[src/rtl/fp_pkg.sv]
// Shared floating-point constants for the FP multiplier/divider datapath.
package fp_pkg;

    localparam int EXP_W     = 8;
    localparam int MAN_W     = 23;
    localparam int BIAS      = 127;
    localparam int DIV_STEPS = MAN_W + 2;                 // 1 integer + 24 fraction quotient bits
    localparam int SIG_W     = MAN_W + 1;                 // significand with hidden 1
    localparam int Q_W       = DIV_STEPS;                 // quotient register width
    localparam int REM_W     = MAN_W + 3;                 // remainder holds up to 2*divisor
    localparam int XW        = EXP_W + 2;                 // signed exponent working width
    localparam int CNT_W     = $clog2(DIV_STEPS + 1);

    localparam logic [EXP_W-1:0] EXP_ALL_ONES = {EXP_W{1'b1}};

    // FSM state encoding
    localparam logic [1:0] ST_IDLE = 2'd0;
    localparam logic [1:0] ST_DIV  = 2'd1;
    localparam logic [1:0] ST_NORM = 2'd2;
    localparam logic [1:0] ST_DONE = 2'd3;

    // Zero has a single encoding: +0 with zero exponent and mantissa.
    function automatic logic is_zero(input logic s,
                                     input logic [EXP_W-1:0] e,
                                     input logic [MAN_W-1:0] m);
        return (s == 1'b0) && (e == {EXP_W{1'b0}}) && (m == {MAN_W{1'b0}});
    endfunction

endpackage

[src/rtl/fp_mant_divider.sv]
// Restoring significand divider: one quotient bit per enabled step.
// After DIV_STEPS steps o_q = floor(dividend * 2^(DIV_STEPS-1) / divisor).
module fp_mant_divider
    import fp_pkg::*;
(
    input  logic             clk,
    input  logic             rst,
    input  logic             i_load,
    input  logic             i_step,
    input  logic [SIG_W-1:0] i_dividend,
    input  logic [SIG_W-1:0] i_divisor,
    output logic [Q_W-1:0]   o_q,
    output logic             o_count_done
);

    logic [REM_W-1:0] r_rem;
    logic [SIG_W-1:0] r_dvs;
    logic [Q_W-1:0]   r_q;
    logic [CNT_W-1:0] r_cnt;

    logic [REM_W-1:0] w_dvs_ext;
    logic [REM_W-1:0] w_diff;
    logic [REM_W-1:0] w_rem_sel;
    logic             w_ge;

    // Trial subtraction: keep the difference when it does not go negative.
    always_comb begin
        w_dvs_ext = {2'b00, r_dvs};
        w_ge      = (r_rem >= w_dvs_ext);
        w_diff    = r_rem - w_dvs_ext;
        if (w_ge) begin
            w_rem_sel = w_diff;
        end else begin
            w_rem_sel = r_rem;
        end
    end

    // Load operands, then shift one quotient bit in per step until the count completes.
    always_ff @(posedge clk) begin
        if (rst) begin
            r_rem <= {REM_W{1'b0}};
            r_dvs <= {SIG_W{1'b0}};
            r_q   <= {Q_W{1'b0}};
            r_cnt <= {CNT_W{1'b0}};
        end else if (i_load) begin
            r_rem <= {2'b00, i_dividend};
            r_dvs <= i_divisor;
            r_q   <= {Q_W{1'b0}};
            r_cnt <= {CNT_W{1'b0}};
        end else if (i_step && !o_count_done) begin
            r_rem <= w_rem_sel << 1;
            r_q   <= {r_q[Q_W-2:0], w_ge};
            r_cnt <= r_cnt + {{(CNT_W-1){1'b0}}, 1'b1};
        end
    end

    assign o_q          = r_q;
    assign o_count_done = (r_cnt == CNT_W'(DIV_STEPS));

endmodule

[src/rtl/fp_seq_div.sv]
// Sequential single-precision divider (x / y) with start/done handshake.
// Fixed latency: start sampled at edge 0, done pulses after edge 27.
module fp_seq_div
    import fp_pkg::*;
(
    input  logic             clk,
    input  logic             rst,
    input  logic             start,
    input  logic             xs,
    input  logic [EXP_W-1:0] xe,
    input  logic [MAN_W-1:0] xm,
    input  logic             ys,
    input  logic [EXP_W-1:0] ye,
    input  logic [MAN_W-1:0] ym,
    output logic             busy,
    output logic             done,
    output logic             out_s,
    output logic [EXP_W-1:0] out_e,
    output logic [MAN_W-1:0] out_m,
    output logic             dz,
    output logic             ovf,
    output logic             unf
);

    logic [1:0]       r_state;
    logic [1:0]       w_next_state;
    logic             r_sign;
    logic [EXP_W-1:0] r_xe;
    logic [EXP_W-1:0] r_ye;
    logic             r_x_zero;
    logic             r_y_zero;

    logic             w_load;
    logic             w_step;
    logic [Q_W-1:0]   w_q;
    logic             w_cnt_done;

    logic             w_hi;
    logic [MAN_W-1:0] w_man;
    logic [XW-1:0]    w_exp;
    logic             w_exp_ovf;
    logic             w_exp_unf;

    logic             w_res_s;
    logic [EXP_W-1:0] w_res_e;
    logic [MAN_W-1:0] w_res_m;
    logic             w_res_dz;
    logic             w_res_ovf;
    logic             w_res_unf;

    assign w_load = (r_state == ST_IDLE) && start;
    assign w_step = (r_state == ST_DIV);

    fp_mant_divider u_mant_div (
        .clk          (clk),
        .rst          (rst),
        .i_load       (w_load),
        .i_step       (w_step),
        .i_dividend   ({1'b1, xm}),
        .i_divisor    ({1'b1, ym}),
        .o_q          (w_q),
        .o_count_done (w_cnt_done)
    );

    // Next-state logic: DIV waits for the divider's count, NORM and DONE last one cycle.
    always_comb begin
        w_next_state = r_state;
        case (r_state)
            ST_IDLE: begin
                if (start) begin
                    w_next_state = ST_DIV;
                end else begin
                    w_next_state = ST_IDLE;
                end
            end
            ST_DIV: begin
                if (w_cnt_done) begin
                    w_next_state = ST_NORM;
                end else begin
                    w_next_state = ST_DIV;
                end
            end
            ST_NORM: w_next_state = ST_DONE;
            ST_DONE: w_next_state = ST_IDLE;
            default: w_next_state = ST_IDLE;
        endcase
    end

    // State register.
    always_ff @(posedge clk) begin
        if (rst) begin
            r_state <= ST_IDLE;
        end else begin
            r_state <= w_next_state;
        end
    end

    // Capture sign, exponents and zero detection on the accepted start.
    always_ff @(posedge clk) begin
        if (rst) begin
            r_sign   <= 1'b0;
            r_xe     <= {EXP_W{1'b0}};
            r_ye     <= {EXP_W{1'b0}};
            r_x_zero <= 1'b0;
            r_y_zero <= 1'b0;
        end else if (w_load) begin
            r_sign   <= xs ^ ys;
            r_xe     <= xe;
            r_ye     <= ye;
            r_x_zero <= is_zero(xs, xe, xm);
            r_y_zero <= is_zero(ys, ye, ym);
        end
    end

    // Normalise the quotient (it lies in (0.5, 2)) and form the signed result exponent.
    always_comb begin
        w_hi = w_q[Q_W-1];
        if (w_hi) begin
            w_man = w_q[Q_W-2:1];
        end else begin
            w_man = w_q[Q_W-3:0];
        end
        w_exp = {2'b00, r_xe} - {2'b00, r_ye} + XW'(BIAS)
              - {{(XW-1){1'b0}}, ~w_hi};
        w_exp_ovf = ($signed(w_exp) >= $signed({2'b00, EXP_ALL_ONES}));
        w_exp_unf = ($signed(w_exp) <= $signed({XW{1'b0}}));
    end

    // Special-case priority: divide-by-zero, zero dividend, overflow, underflow, normal.
    always_comb begin
        w_res_s   = 1'b0;
        w_res_e   = {EXP_W{1'b0}};
        w_res_m   = {MAN_W{1'b0}};
        w_res_dz  = 1'b0;
        w_res_ovf = 1'b0;
        w_res_unf = 1'b0;
        if (r_y_zero) begin
            w_res_s  = r_sign;
            w_res_e  = EXP_ALL_ONES;
            w_res_dz = 1'b1;
        end else if (r_x_zero) begin
            w_res_s = 1'b0;
        end else if (w_exp_ovf) begin
            w_res_s   = r_sign;
            w_res_e   = EXP_ALL_ONES;
            w_res_ovf = 1'b1;
        end else if (w_exp_unf) begin
            w_res_unf = 1'b1;
        end else begin
            w_res_s = r_sign;
            w_res_e = w_exp[EXP_W-1:0];
            w_res_m = w_man;
        end
    end

    // Result registers update once per operation and otherwise hold.
    always_ff @(posedge clk) begin
        if (rst) begin
            out_s <= 1'b0;
            out_e <= {EXP_W{1'b0}};
            out_m <= {MAN_W{1'b0}};
            dz    <= 1'b0;
            ovf   <= 1'b0;
            unf   <= 1'b0;
        end else if (r_state == ST_NORM) begin
            out_s <= w_res_s;
            out_e <= w_res_e;
            out_m <= w_res_m;
            dz    <= w_res_dz;
            ovf   <= w_res_ovf;
            unf   <= w_res_unf;
        end
    end

    // Handshake outputs: done marks the DONE cycle, busy covers every non-IDLE cycle.
    always_ff @(posedge clk) begin
        if (rst) begin
            done <= 1'b0;
            busy <= 1'b0;
        end else begin
            done <= (r_state == ST_NORM);
            busy <= (w_next_state != ST_IDLE);
        end
    end

endmodule

[config.mk]
export PLATFORM = sky130hd
export DESIGN_NAME = fp_seq_div
export DESIGN_NICKNAME = d
export VERILOG_FILES = /design/src/rtl/fp_pkg.sv /design/src/rtl/fp_mant_divider.sv /design/src/rtl/fp_seq_div.sv
export SDC_FILE = /design/constraint.sdc
export NUM_CORES = 1
export LEC_CHECK = 0
export ABC_AREA = 1
export CAP_MARGIN = 20
export CORE_MARGIN = 2
export CORE_UTILIZATION = 57
export DETAILED_ROUTE_END_ITERATION = 10
export PLACE_DENSITY = 0.87
export SLEW_MARGIN = 20
export SYNTH_ARGS = -nofsm -noshare
export SYNTH_HDL_FRONTEND = slang
export SYNTH_SLANG_ARGS = --single-unit
[constraint.sdc]
create_clock -name clk -period 4 [get_ports clk]
set_input_delay 0.8 -clock clk [delete_from_list [all_inputs] [get_ports clk]]
set_output_delay 0.8 -clock clk [all_outputs]
set_load 0.02 [all_outputs]
Word level (Yosys, flattened, before mapping)
Index checks and enable logic that the tools add are counted.
- logic and storage cells: 77
- bits in registers: 138
- mux-type cells: 27
- magnitude comparators: 3
- add/sub/neg operators: 5
- reductions and logical operators: 15
- equal/unequal tests: 4
- bitwise gates (word level): 4
- operators by type and width (kind ; count):
    $mux 23 ; 5
    $mux 24 ; 2
    $logic_not 23->1 ; 2
    $mux 8 ; 4
    $ge 26x24->1 ; 1
    $mux 25 ; 1
    $sub 25x24->25 ; 1
    $logic_not 8->1 ; 2
    $mux 1 ; 13
    $add 9x8->10 const B ; 1
    $ge 10x9->1 const B ; 1
    $le 10x1->1 const B ; 1
    $sub 10x1->10 ; 1
    $sub 8x8->9 ; 1
    $pmux 2 s4 ; 1
    $logic_and 1x1->1 ; 6
    $add 5x1->5 const B ; 1
    $eq 5x5->1 const B ; 1
    $eq 2x2->1 const B ; 2
    $reduce_bool 2->1 ; 2
    $not 1->1 ; 3
    $eq 2x1->1 const B ; 1
    $logic_not 2->1 ; 1
    $mux 2 ; 1
    other kinds (3) ; 3

Depth between registers and ports, before layout
- depth after elaboration: 8
- depth in mapped cells: 24
- depth with buffers taken out: 23

Modules after synthesis
From an unflattened synthesis, not the netlist that was laid out.
- cells, all modules: 1366
- area total of the unflattened synthesis: 8878.5 µm²
- by module, submodules not included (module ; seq. area each (µm²) ; times used ; cells an instance ; area an instance (µm²)):
    fp_mant_divider ; 1601.5 ; 1 ; 868 ; 5332.6
    fp_seq_div ; 1161.1 ; 1 ; 498 ; 3545.9

Least setup slack after synthesis
OpenSTA, ideal clock, no wires.
- path kind: register to register
- start: reg r_xe[0]
- end: reg out_m[0]
- arrival: 2952 ps
- stages on the path, launching flop included: 23
- library setup time: 132 ps
- setup slack: 915 ps
- cell sequence: dfxtp_1 -> inv_1 -> ha_1 -> fa_1 -> nand3b_1 -> nand2_1 -> a31o_2 -> xor2_1 -> inv_1 -> ha_1 -> nand2_1 -> inv_1 -> nand2_1 -> nand2_1 -> a21oi_1 -> nand2_1 -> nand2_1 -> nand3_2 -> nand2_2 -> inv_2 -> buf_4 -> nand3_1 -> a21oi_1
- longest elaborated chain between the ends: 8
- ends and longest elaborated chain (element ; line ; RTL):
    from (decl) ; fp_seq_div.sv:28 ; logic [EXP_W-1:0] r_xe;
    from (signal assigned) ; fp_seq_div.sv:102 ; r_xe <= {EXP_W{1'b0}};
    $sub 8x8->9 (*) ; fp_seq_div.sv:123 ; w_exp = {2'b00, r_xe} - {2'b00, r_ye} + XW'(BIAS)
    $add 9x8->10 (*) ; fp_seq_div.sv:123 ;
    $sub 10x1->10 (*) ; fp_seq_div.sv:124 ; - {{(XW-1){1'b0}}, ~w_hi};
    $le 10x1->1 ; fp_seq_div.sv:126 ; w_exp_unf = ($signed(w_exp) <= $signed({XW{1'b0}}));
    $mux 23 ; fp_seq_div.sv:147 ; end else if (w_exp_unf) begin
    $mux 23 (*) ; fp_seq_div.sv:143 ; end else if (w_exp_ovf) begin
    $mux 23 (*) ; fp_seq_div.sv:141 ; end else if (r_x_zero) begin
    $mux 23 (*) ; fp_seq_div.sv:137 ; if (r_y_zero) begin
    to (signal assigned) ; fp_seq_div.sv:161 ; out_m <= {MAN_W{1'b0}};
    to (signal assigned) ; fp_seq_div.sv:168 ; out_m <= w_res_m;
    to (decl) ; fp_seq_div.sv:19 ; output logic [MAN_W-1:0] out_m,
Mark *: on every way between the ends. The rest lies on a longest branch, timed or not.
A chain may end at the register's enable or synchronous reset.

Worst setup path after layout
- start: reg r_xe[0]
- end: reg out_m[17]
Same word-level chain as after synthesis.

==> summary.md <==
| Metric | Value |
|---|---|
| Vias/cell | `5.58` |
| CTS Root Cell | `clkbuf_16` |
| Slowest stage delay, CP | `390 ps` |
| Max Buffers Root-to-Sink | `2` |
| Layout Skew | `10.9 ps` |
| Yosys cell types | `39` |
| Mux contribution to synthesized area | `0%` |
| Synth Area in Compound Gates | `16.5%` |
| Sequential element share of the synthesized area | `32.7%` |
| Total setup buffers inserted after CTS | `0` |
| RSZ-0062 raised after global routing | `false` |
| Pre-CTS WS | `495 ps` |
| Worst Hold Class | `reg -> reg` |
| Mean post-synth cell area | `6.42 um2` |
| Outcome | `completed` |
| Max-cap violations | `0` |
| Hold path depth | `2` |
| Die Wd | `126 um` |
| Core area | `14,500 um2` |
| Routed length per instance | `14.9 um` |
| Initial antenna violation count | `0` |
| Row count | `44` |
| Die height | `126 um` |
| Vias in the first global route | `8,431` |
| Crit. Startpoint | `r_xe[0]` |
| Layout area overhead | `20.3%` |
| Synth Instances | `1,317` |
| Gr usage total | `30.3%` |
| Die Area | `15,800 um2` |
| Crit path arrival time | `3910 ps` |
| Period utilization | `88.9%` |
| Leak Pwr | `4.62 nW` |
| DP Wirelength | `17,100 um` |
| Post-synthesis simple-gate area fraction | `29.3%` |
| Net Count, Synth | `1,429` |
| Adder-Cell Fraction of Synth Area | `6.93%` |
| Setup Viol. Count Final | `0` |
| Initial DRC Count | `668` |
| Port bufs | `103` |
| Io pins | `104` |
| Cts hold-fix bufs | `0` |
| Most used flip-flop cell after synthesis | `dfxtp_1` |
| Crit-path cells | `inv_1 > ha_1 > fa_1 > nand3b_1 > nand2_1 > a31o_2 > xor2_1 > inv_1 > ha_1 > nand2_1 > inv_1 > nand3_1 > nand3_1 > nand2_1 > nand2_1 > nand2_2 > inv_2 > nand3_1 > a21oi_1` |
| Largest family of logic cells by synthesized area | `simple AND/OR/NAND/NOR gates` |
| Global-route wire length before repair | `39,500 um` |
| Crit path time final | `3560 ps` |
| Synth Register Bits | `138` |
| Relative slew slack | `46.2%` |
| VDD IR max | `0.369 mV` |
| Total iterations of the first detailed-routing run | `8` |
| CTS tree | `yes` |
| Share of layout cells above drive strength 1 | `5.16%` |
| YS warnings | `0` |
| Initial Util | `58.1%` |
| Vias post-DR | `8,921` |
| Hold path start | `out_m[4]` |
| Post-layout total power | `5.32 mW` |
| FF-to-FF path depth | `19` |
| Min Hold Slack | `465 ps` |
| Power density over cell area | `523 nW/um2` |
| Worst Setup End Kind | `register` |
| Setup_tns | `0 ps` |
| Final hold violations | `0` |
| Diode count | `0` |
| TritonCTS Sinks | `138` |
| DRC Markers | `0` |
| Top fanout value on the critical path | `23` |
| H-tree depth | `4` |
| Pins Over Slew Limit | `0` |
| Share of flip-flops with an asynchronous set or reset | `0%` |
| Least-Margin Pin Slew | `806 ps` |
| Number of nets with antenna violations after routing | `0` |
| Fillers | `1,227` |
| Clock transition at path regs | `60 ps` |
| Post-route setup slack | `442 ps` |
| Synth Area in XOR/XNOR | `1.87%` |
| Final WL | `23,800 um` |
| Grt total ovfl | `0` |
| WHS Endpoint | `out_m[4]` |
| Worst skew pair latency | `440 ps` |
| Pin count of the biggest net entering global routing | `47` |
| Critical path type | `reg -> reg` |
| WP data required | `4350 ps` |
| Post-synth EDFFs | `0` |
| Most used cell, CP | `nand2_1` |
| Crit path launch type | `register` |
| GP Congestion | `0.966` |
| Setup slack on the worst flop-to-flop path | `440 ps` |
| Cell Area, Synth | `8450 um2` |
| Achievable Freq | `281 MHz` |
| R2R Path End | `out_m[17]` |
| Number of gates resized after CTS | `0` |
| R2r startpoint | `r_xe[0]` |
| Nets | `1,513` |
| Slowest cell on crit path | `fa_1` |
| Num CTS Buffers | `17` |
-- cells in the final DEF (no fill, tap or decap), types with 2 or more instances in the layout --
cell type,synthesis,layout
buf_4,4,12
a21oi_1,144,144
o22ai_1,15,15
clkinv_4,0,2
o21bai_1,3,3
a21oi_2,2,2
nor2_4,2,2
inv_1,220,220
clkinv_2,0,2
inv_2,7,7
bufinv_16,0,2
nand3b_1,7,7
nand2_1,331,331
o21ai_1,3,3
nand3_1,78,78
nand3_2,5,5
fa_1,3,3
clkdlybuf4s50_1,0,102
nor3_1,9,9
o21ai_0,96,96
dfxtp_1,138,138
nor2_2,1,4
xnor2_1,11,11
nand4_1,33,33
nor2_1,82,79
clkinvlp_4,0,5
nand2_2,5,5
xor2_1,7,7
ha_1,42,42
and2_1,3,3
nor4_1,11,11
clkbuf_16,0,17
-- registers in the layout, summed over array words and instances (netlist names), 2 cells and up --
| register | flops |
|---|---|
| out_m | 23 |
| u_mant_div.r_dvs | 24 |
| out_e | 8 |
| r_xe | 8 |
| u_mant_div.o_q | 25 |
| r_ye | 8 |
| r_state | 2 |
| u_mant_div.r_rem | 26 |
| u_mant_div.r_cnt | 5 |
-- critical path, delay by kind of cell, from the launching register on --
kind,cells,cell delay [ps]
AO/OA/AOI/OAI,2,330
XOR/XNOR,1,190
adder cells (fa/ha/maj),3,970
buffers and inverters,4,500
flip-flops,1,310
AND/OR/NAND/NOR,9,1190
-- power by group --
part	total (mW)	leakage, nW	internal, mW	switching (mW)
clock	1.59	0.274	0.938	0.654
combinational	2.21	3.21	0.753	1.45
sequential	1.52	1.13	1.47	0.0526
total	5.32	4.62	3.16	2.16
-- routing by layer --
layer  track usage, %  wire (um)
met5                0          0
met4             11.7        701
met3             5.52       1720
met2             50.5      11100
met1             39.2      10300
-- cell families after synthesis --
logic type / Yosys count
AOI/OAI and AO/OA: 267
xor gates and xnor gates: 18
adders and majority gates: 45
buffers and inverters: 278
DFF: 138
and+or+nand+nor: 571
-- worst max path at each step --
stage	end	slack (ps)	cells past startpoint
floorplan	out_m[0]	920	22
global placement	out_m[7]	620	19
detailed placement	out_m[1]	500	19
CTS	out_m[17]	440	19
global route	out_m[17]	80	21
finish	out_m[17]	440	19
-- cell usage after synthesis (2+ instances only) --
cell / n / area share (%)
xnor2_1: 11 / 1.1
buf_6: 2 / 0.27
buf_2: 6 / 0.36
inv_2: 7 / 0.31
nand2_1: 331 / 15
a21oi_2: 2 / 0.21
nand2_2: 5 / 0.37
clkbuf_1: 37 / 1.6
inv_1: 220 / 9.8
nor4_1: 11 / 0.81
a21oi_1: 144 / 8.5
nor3_1: 9 / 0.53
o21bai_1: 3 / 0.27
o22ai_1: 15 / 1.1
nand3b_1: 7 / 0.62
ha_1: 42 / 6.2
nor2_4: 2 / 0.27
xor2_1: 7 / 0.73
dfxtp_1: 138 / 33
nand3_1: 78 / 4.6
nand3_2: 5 / 0.59
o21ai_0: 96 / 5.7
o21ai_1: 3 / 0.18
fa_1: 3 / 0.71
and2_1: 3 / 0.22
nor2_1: 82 / 3.6
nand4_1: 33 / 2.4
buf_4: 4 / 0.36
-- stage by stage --
| step | util (%) | cells | instance area, um2 |
|---|---|---|---|
| CTS | 69.9 | 1598 | 10200 |
| detailed placement | 65.9 | 1566 | 9580 |
| global placement | 65.9 | 1566 | 9580 |
| floorplan | - | 1317 | 8450 |
| global route | 70.0 | 1598 | 10200 |
| finish | 70.0 | 1598 | 10200 |
-- final cells by class --
cell class                      count  area, um2  area share, %
Timing Repair Buffer              115       1120           11.0
Tap cell                          184        230           2.26
Sequential cell                   138       2760           27.2
Multi-Input combinational cell    901       4610           45.4
Clock buffer                       19        443           4.36
Clock inverter                     13        145           1.43
Inverter                          228        856           8.42
Note: power is estimated with default switching activity, not from simulation.
